--- src/rtl/intdiv_seqctl.sv ---
// Sequencing controller for an external combinational signed divider array.
// Registers operands, waits LAT cycles for the array to settle, then holds the result until it is taken.
//
// state | meaning
// IDLE  | waiting for a request; in_ready=1
// BUSY  | operands on div_x/div_y, counting down the array settle time
// DONE  | result registers valid; out_valid=1 until out_ready
module intdiv_seqctl #(
  parameter int N   = 32,
  parameter int LAT = 4
) (
  input  logic         clk,
  input  logic         rst_n,
  input  logic         flush,
  input  logic         in_valid,
  output logic         in_ready,
  input  logic [N-1:0] x,
  input  logic [N-1:0] y,
  output logic [N-1:0] div_x,
  output logic [N-1:0] div_y,
  input  logic [N-1:0] div_z,
  input  logic [N-1:0] div_r,
  output logic         out_valid,
  input  logic         out_ready,
  output logic [N-1:0] z,
  output logic [N-1:0] r,
  output logic         dz,
  output logic         ovf
);

  typedef enum logic [1:0] {
    IDLE = 2'd0,
    BUSY = 2'd1,
    DONE = 2'd2
  } state_t;

  localparam logic [3:0]   CNT_INIT = 4'(LAT - 1);
  localparam logic [N-1:0] MOST_NEG = {1'b1, {(N-1){1'b0}}};

  state_t       state_q, state_d;
  logic [3:0]   cnt_q, cnt_d;
  logic         op_ld;
  logic [N-1:0] z_d, r_d;
  logic         dz_d, ovf_d;
  logic         y_zero, ovf_case;

  // Exceptions are detected by pure equality on the request operands.
  assign y_zero   = (y == '0);
  assign ovf_case = (x == MOST_NEG) && (y == '1);

  assign in_ready  = (state_q == IDLE);
  assign out_valid = (state_q == DONE);

  always_ff @(posedge clk or negedge rst_n) begin
    if (!rst_n) begin
      state_q <= IDLE;
      cnt_q   <= '0;
    end else begin
      state_q <= state_d;
      cnt_q   <= cnt_d;
    end
  end

  always_comb begin
    state_d = state_q;
    cnt_d   = cnt_q;
    op_ld   = 1'b0;
    z_d     = z;
    r_d     = r;
    dz_d    = dz;
    ovf_d   = ovf;
    if (flush) begin
      state_d = IDLE;
      cnt_d   = '0;
      dz_d    = 1'b0;
      ovf_d   = 1'b0;
    end else begin
      case (state_q)
        IDLE: begin
          if (in_valid) begin
            op_ld = 1'b1;
            if (y_zero) begin
              state_d = DONE;
              z_d     = '1;
              r_d     = x;
              dz_d    = 1'b1;
              ovf_d   = 1'b0;
            end else if (ovf_case) begin
              state_d = DONE;
              z_d     = x;
              r_d     = '0;
              dz_d    = 1'b0;
              ovf_d   = 1'b1;
            end else begin
              state_d = BUSY;
              cnt_d   = CNT_INIT;
            end
          end
        end
        BUSY: begin
          if (cnt_q != 4'd0) begin
            cnt_d = cnt_q - 4'd1;
          end else begin
            state_d = DONE;
            z_d     = div_z;
            r_d     = div_r;
            dz_d    = 1'b0;
            ovf_d   = 1'b0;
          end
        end
        DONE: begin
          if (out_ready) state_d = IDLE;
        end
        default: state_d = IDLE;
      endcase
    end
  end

  always_ff @(posedge clk or negedge rst_n) begin
    if (!rst_n) begin
      div_x <= '0;
      div_y <= '0;
      z     <= '0;
      r     <= '0;
      dz    <= 1'b0;
      ovf   <= 1'b0;
    end else begin
      if (op_ld) begin
        div_x <= x;
        div_y <= y;
      end
      z   <= z_d;
      r   <= r_d;
      dz  <= dz_d;
      ovf <= ovf_d;
    end
  end

endmodule

--- config.mk ---
export PLATFORM = sky130hd
export DESIGN_NAME = intdiv_seqctl
export DESIGN_NICKNAME = d
export VERILOG_FILES = /design/src/rtl/intdiv_seqctl.sv
export SDC_FILE = /design/constraint.sdc
export NUM_CORES = 1
export LEC_CHECK = 0
export BUFFER_PORTS_ARGS = -buffer_cell sky130_fd_sc_hd__buf_2
export CAP_MARGIN = 25
export CORE_UTILIZATION = 48
export CTS_CLUSTER_SIZE = 24
export DETAILED_ROUTE_END_ITERATION = 10
export PLACE_DENSITY = 0.92
export SLEW_MARGIN = 20
export SYNTH_ARGS = -nofsm -noshare
export SYNTH_HDL_FRONTEND = slang
export SYNTH_SLANG_ARGS = --single-unit
--- constraint.sdc ---
create_clock -name clk -period 2.4 [get_ports clk]
set_input_delay 0.48 -clock clk [delete_from_list [all_inputs] [get_ports clk]]
set_output_delay 0.48 -clock clk [all_outputs]
set_load 0.03 [all_outputs]
# == Yosys cells after proc, flatten, opt, wreduce, memory -nomap -nowiden ==
# Index checks and enable logic that the tools add are counted.
# W data, S select, Z words.
# word_totals
out_inout_bits,132
in_bits,133
elab_cells,71
regBits,136
# classes
n_eq_ne,14
n_reduce_logical,10
n_bitwise,1
add_sub_neg,1
muxes,37
# ops
operator,n
$mux W32,8
$pmux W32 S2,2
$eq A32 B32 Y1 const B,2
$logic_not A32 Y1,1
$mux W4,5
$ne A3 B3 Y1 const B,5
$mux W1,12
$mux W2,6
$reduce_and A5 Y1,2
$pmux W4 S2,1
$pmux W2 S3,1
$ne A2 B2 Y1 const B,2
$ne A4 B2 Y1 const B,1
$pmux W1 S2,2
$reduce_and A4 Y1,1
$reduce_bool A4 Y1,1
$sub A4 B1 Y4 const B,1
$ne A3 B1 Y1 const B,1
$ne A3 B2 Y1 const B,1
$reduce_and A3 Y1,1
$reduce_bool A3 Y1,1
$eq A2 B1 Y1 const B,1
$eq A2 B2 Y1 const B,1
$logic_not A2 Y1,1
other kinds (3),3

# == Longest topological paths before layout ==
# depth
word_depth,7
depth_mapped,8

# == Worst setup path before layout ==
# Ideal clock, no wire load.
# synth_path
kind,in2reg
startpoint,input port x[17]
endpoint,register r[10]
setup_time_ns,0.127
n_path_buf,2
slack_ns,-0.221
required_ns,2.273
stages,7
arrival_ns,2.493
cell_sequence,or4_1 > nor4_2 > nand4_2 > a311oi_2 > buf_4 > buf_6 > mux2_1
# synth_via
elab_chain_cells,4
# synth_rtl
item,line,source
start: declaration,17,"input logic [N-1:0] x,"
$eq A32 B32 Y1,49,assign ovf_case = (x == MOST_NEG) && (y == '1);
$logic_and A1 B1 Y1,49,
$ne A3 B1 Y1 (no line),n/a,
$reduce_and A5 Y1 (no line),n/a,
end signal: assignment,133,r <= r_d;
end: declaration,26,"output logic [N-1:0] r,"
# Every way passes these cells.
# A chain may end at the register's enable or synchronous reset.

# == Final worst setup path ==
# layout_path
startpoint,input port y[30]
endpoint,register r[6]
# layout_via
elab_chain_cells,4
word_cells_on_any_way,8
# layout_rtl
item,line,source
start: declaration,18,"input logic [N-1:0] y,"
$eq A32 B32 Y1 or $logic_not A32 Y1 (tied branches),"49, 48",
$logic_and A1 B1 Y1 or $mux W32 (tied branches),"49, 82",
$ne A3 B1 Y1 (no line) or $mux W32 (tied branches),n/a,
$reduce_and A5 Y1 (no line) or $pmux W32 S2 (tied branches),n/a,
# Parallel ways exist; a longest one is shown, timed or not. The select of a mux whose other input is x is not followed.

==> impl_metrics.csv <==
group,metric,value,unit
run_status,run_status,"complete, no violations",
worst_setup_path,cp.required,2.69,ns
floorplan,dieArea,13700,µm²
timing,period_share,0.982,
layout,nFillCells,870,
timing,worst_clock_skew,0.00590,ns
clocking,tritoncts,"yes",
layout,final_nets,1004,
floorplan,die_w,117,µm
grt,first_pass_grt_wire_length,30200,µm
yosys,synth-seq-cells,136,
grt,antenna_found_initial,1,
clocking,ctsLongestPathBuffers,2,
timing,finalSetupViolCount,0,
drt,detailroute.wirelength.met2,10200,µm
pwr,power.leakage,0.00463,µW
placed_design,port_buffers,264,
flow_run,cap_violations,0,
drt,num_vias,5793,
grt,grt.total_usage,0.301,
drt,route.detailed.wl_per_inst,19.0,µm
floorplan,num_rows,41,
clocking,clk_pin_slew_worst_paths,0.06,ns
yosys,post_synthesis_instance_total,545,
drt,detail_route.first_pass.iterations,6,
drt,route.layer.met1.wl,7810,µm
layout,finalCoreUtilization,0.719,
timing,worst_slew_pin_slew,0.777,ns
worst_setup_path,critPathKind,"primary input to flop",
clocking,clock_sink_count,136,
worst_setup_path,beginning_of_the_worst_register_to_register_path,"cnt_q[0]",
timing,fmax,0.424,GHz
timing,final_hold_fails,0,
layout,final_layout_size_suffix_gt1_frac,0.536,
worst_setup_path,rr_worst_depth,8,
grt,global_route.overflow_total,0,
timing,headroom_to_the_max_slew_limit,0.482,
worst_setup_path,critical_path.endpoint_type,"flop",
timing,final_max_slew_viol_count,0,
drt,met3_wirelength,1530,µm
worst_setup_path,worst_r2r_endpoint,"r[6]",
drt,top_layer_used,"met4",
grt,first_global_vias,5855,
yosys,mappedNetlistArea,6370,µm²
placed_design,place_hpwl,14600,µm
yosys,synth_mux_area_frac,0.226,
drt,drc_errors,0,
placed_design,gpl_congestion,0.832,
clocking,clk-insertion-delay-late,0.41,ns
floorplan,fp.coreArea,12800,µm²
clocking,cts-buffers-inserted,17,
yosys,synth.avg_cell_area,11.7,µm²
worst_setup_path,crit_path_start_kind,"primary input",
yosys,synth_xor_xnor_area_share,0,
clocking,htreeDepth,4,
drt,detail_route.wirelength,20100,µm
placed_design,placedInstanceArea,8450,µm²
yosys,synth.yosys.seq_area_share,0.534,
floorplan,start_util,0.499,
drt,antenna_violating_nets_post_route,0,
yosys,ys_warn_count,0,
floorplan,io-pin-count,265,
pwr,p_total,9840,µW
yosys,main_synth_ff_type,"sky130_fd_sc_hd__dfrtp_1",
layout,final_cell_area,9190,µm²
worst_setup_path,critPathMaxFanout,16,
yosys,synth-adder-area-share,0.00196,
yosys,synth_fp_nets,679,
floorplan,die_h,117,µm
clocking,post_cts_hold_buffer_count,0,
worst_setup_path,ff2ff_setup_slack,0.09,ns
layout,final-instance-count-excl-fill,1055,
clocking,cts-root-buf,"sky130_fd_sc_hd__clkbuf_16",
timing,grt_setup_unrepaired,"yes",
pwr,power.density,1070,nW/µm²
timing,fin_crit,2.36,ns
yosys,synth_compound_area_frac,0.0907,
worst_setup_path,cp_data_arrival_time,2.65,ns
drt,drt_iter0_markers,458,
pwr,vdd_ir_drop_max,0.648,mV
timing,hold-worst-slack,0.0183,ns
drt,post_drt_via_cell_ratio,5.49,
yosys,synth_enable_flop_cells,0,
layout,area_growth,44.1,%
yosys,synth.lib_cells_used.distinct,43,
placed_design,placed_cells_incl_taps,1017,
min_path,min-delay-path-class,"primary input to asynchronous set/reset pin",
grt,grt_max_degree,72,
yosys,synth_top_family_by_area,"multiplexers",
yosys,synth_simple_gate_area_share,0.0968,
yosys,synth_async_sr_flop_share,1.00,
## cell families after synthesis
family	after synthesis
DFF	136
muxes	128
and+or+nand+nor	124
AOI/OAI and AO/OA	82
buffers and inverters	74
adders and majority gates	1
## routing by layer
metal  GRT usage  vias up
li1            -     2625
met1       0.356     2834
met2       0.515      289
met3      0.0783       45
met4       0.139        0
met5           0        -
## sequential cells by signal (all words and copies together), names as in the netlist
signal,count
r,32
div_x,32
cnt_q,4
ovf,1
div_y,32
z,32
state_q,2
dz,1
## metrics by stage
| stage | setup TNS [ns] | setup WS [ns] |
|---|---|---|
| 4_1_cts | 0 | 0.0110 |
| 6_report | 0 | 0.0423 |
| 3_5_place_dp | -37.48 | -0.598 |
| 2_1_floorplan | -8.40 | -0.158 |
| 5_1_grt | -0.0226 | -0.00688 |
| 3_3_place_gp | -36.60 | -0.568 |
## critical path, cell delays in order
cell	delay (ns)
sky130_fd_sc_hd__buf_2	0.09
sky130_fd_sc_hd__buf_4	0.11
sky130_fd_sc_hd__or4b_4	0.46
sky130_fd_sc_hd__nor4_4	0.27
sky130_fd_sc_hd__nand4_2	0.20
sky130_fd_sc_hd__a311oi_4	0.33
sky130_fd_sc_hd__buf_6	0.19
sky130_fd_sc_hd__buf_12	0.17
sky130_fd_sc_hd__mux2_1	0.33
## cell usage after synthesis (2+ instances only)
cell	instances	area, µm²
sky130_fd_sc_hd__a21o_1	2	15.0
sky130_fd_sc_hd__a21oi_1	2	10.0
sky130_fd_sc_hd__a31oi_1	34	213
sky130_fd_sc_hd__buf_1	2	7.51
sky130_fd_sc_hd__buf_6	5	56.3
sky130_fd_sc_hd__clkbuf_1	29	109
sky130_fd_sc_hd__dfrtp_1	136	3400
sky130_fd_sc_hd__inv_1	36	135
sky130_fd_sc_hd__mux2_1	64	721
sky130_fd_sc_hd__mux2_2	64	721
sky130_fd_sc_hd__nand2_1	39	146
sky130_fd_sc_hd__nand2b_1	2	12.5
sky130_fd_sc_hd__nand3_1	3	15.0
sky130_fd_sc_hd__nand4_1	8	50.1
sky130_fd_sc_hd__nand4b_1	3	26.3
sky130_fd_sc_hd__nor2_1	39	146
sky130_fd_sc_hd__nor2b_1	2	12.5
sky130_fd_sc_hd__nor4_1	14	87.6
sky130_fd_sc_hd__o21ai_0	3	15.0
sky130_fd_sc_hd__o31ai_1	32	240
sky130_fd_sc_hd__or3_1	2	12.5
sky130_fd_sc_hd__or4_1	3	22.5
## placed cells by master, fill, tap and decap left out, drive strengths merged, types with 2 or more instances in the layout
cell type,instances
buf,344
dfrtp,136
mux2,128
nand2,39
nor2,39
inv,36
a31oi,34
o31ai,32
clkbuf,18
nor4,15
nand4,9
clkinv,7
or4,3
nand4b,3
nand3,3
o21ai,3
clkinvlp,3
bufinv,3
a21o,2
a21oi,2
or3,2
nor2b,2
nand2b,2
## final cells by class
cell class	count	area (µm²)	share of cell area
Clock inverter	13	155	0.0169
Antenna cell	1	2.50	0.000272
Tap cell	172	215	0.0234
Timing Repair Buffer	344	2040	0.222
Clock buffer	18	439	0.0478
Sequential cell	136	3400	0.371
Multi-Input combinational cell	335	2800	0.304
Inverter	36	135	0.0147
## report_power, final
| group | switching [µW] | leakage, µW | internal, µW |
|---|---|---|---|
| clock network | 959 | 0.000287 | 1650 |
| registers | 413 | 0.00167 | 3030 |
| logic | 2470 | 0.00267 | 1340 |
| total | 3840 | 0.00463 | 6010 |
## how the worst max path moves through the flow
stage	startpoint	end	slack [ns]	depth (start not counted)
floorplan	x[23]	z[10]	-0.16	7
global placement	y[29]	z[15]	-0.57	7
detailed placement	y[29]	r[17]	-0.60	7
CTS	y[8]	z[8]	0.01	9
global route	y[30]	r[6]	-0.007	9
finish	y[30]	r[6]	0.04	9
## repair_timing
| action | in CTS | in global routing |
|---|---|---|
| gates cloned | 2 | 0 |
| pin swaps | 5 | 3 |
| buffers inserted | 3 | 1 |
| gates resized for setup | 9 | 5 |
| endpoints found under the setup margin | 65 | 59 |
No activity file was read; power rests on OpenSTA's default activity.
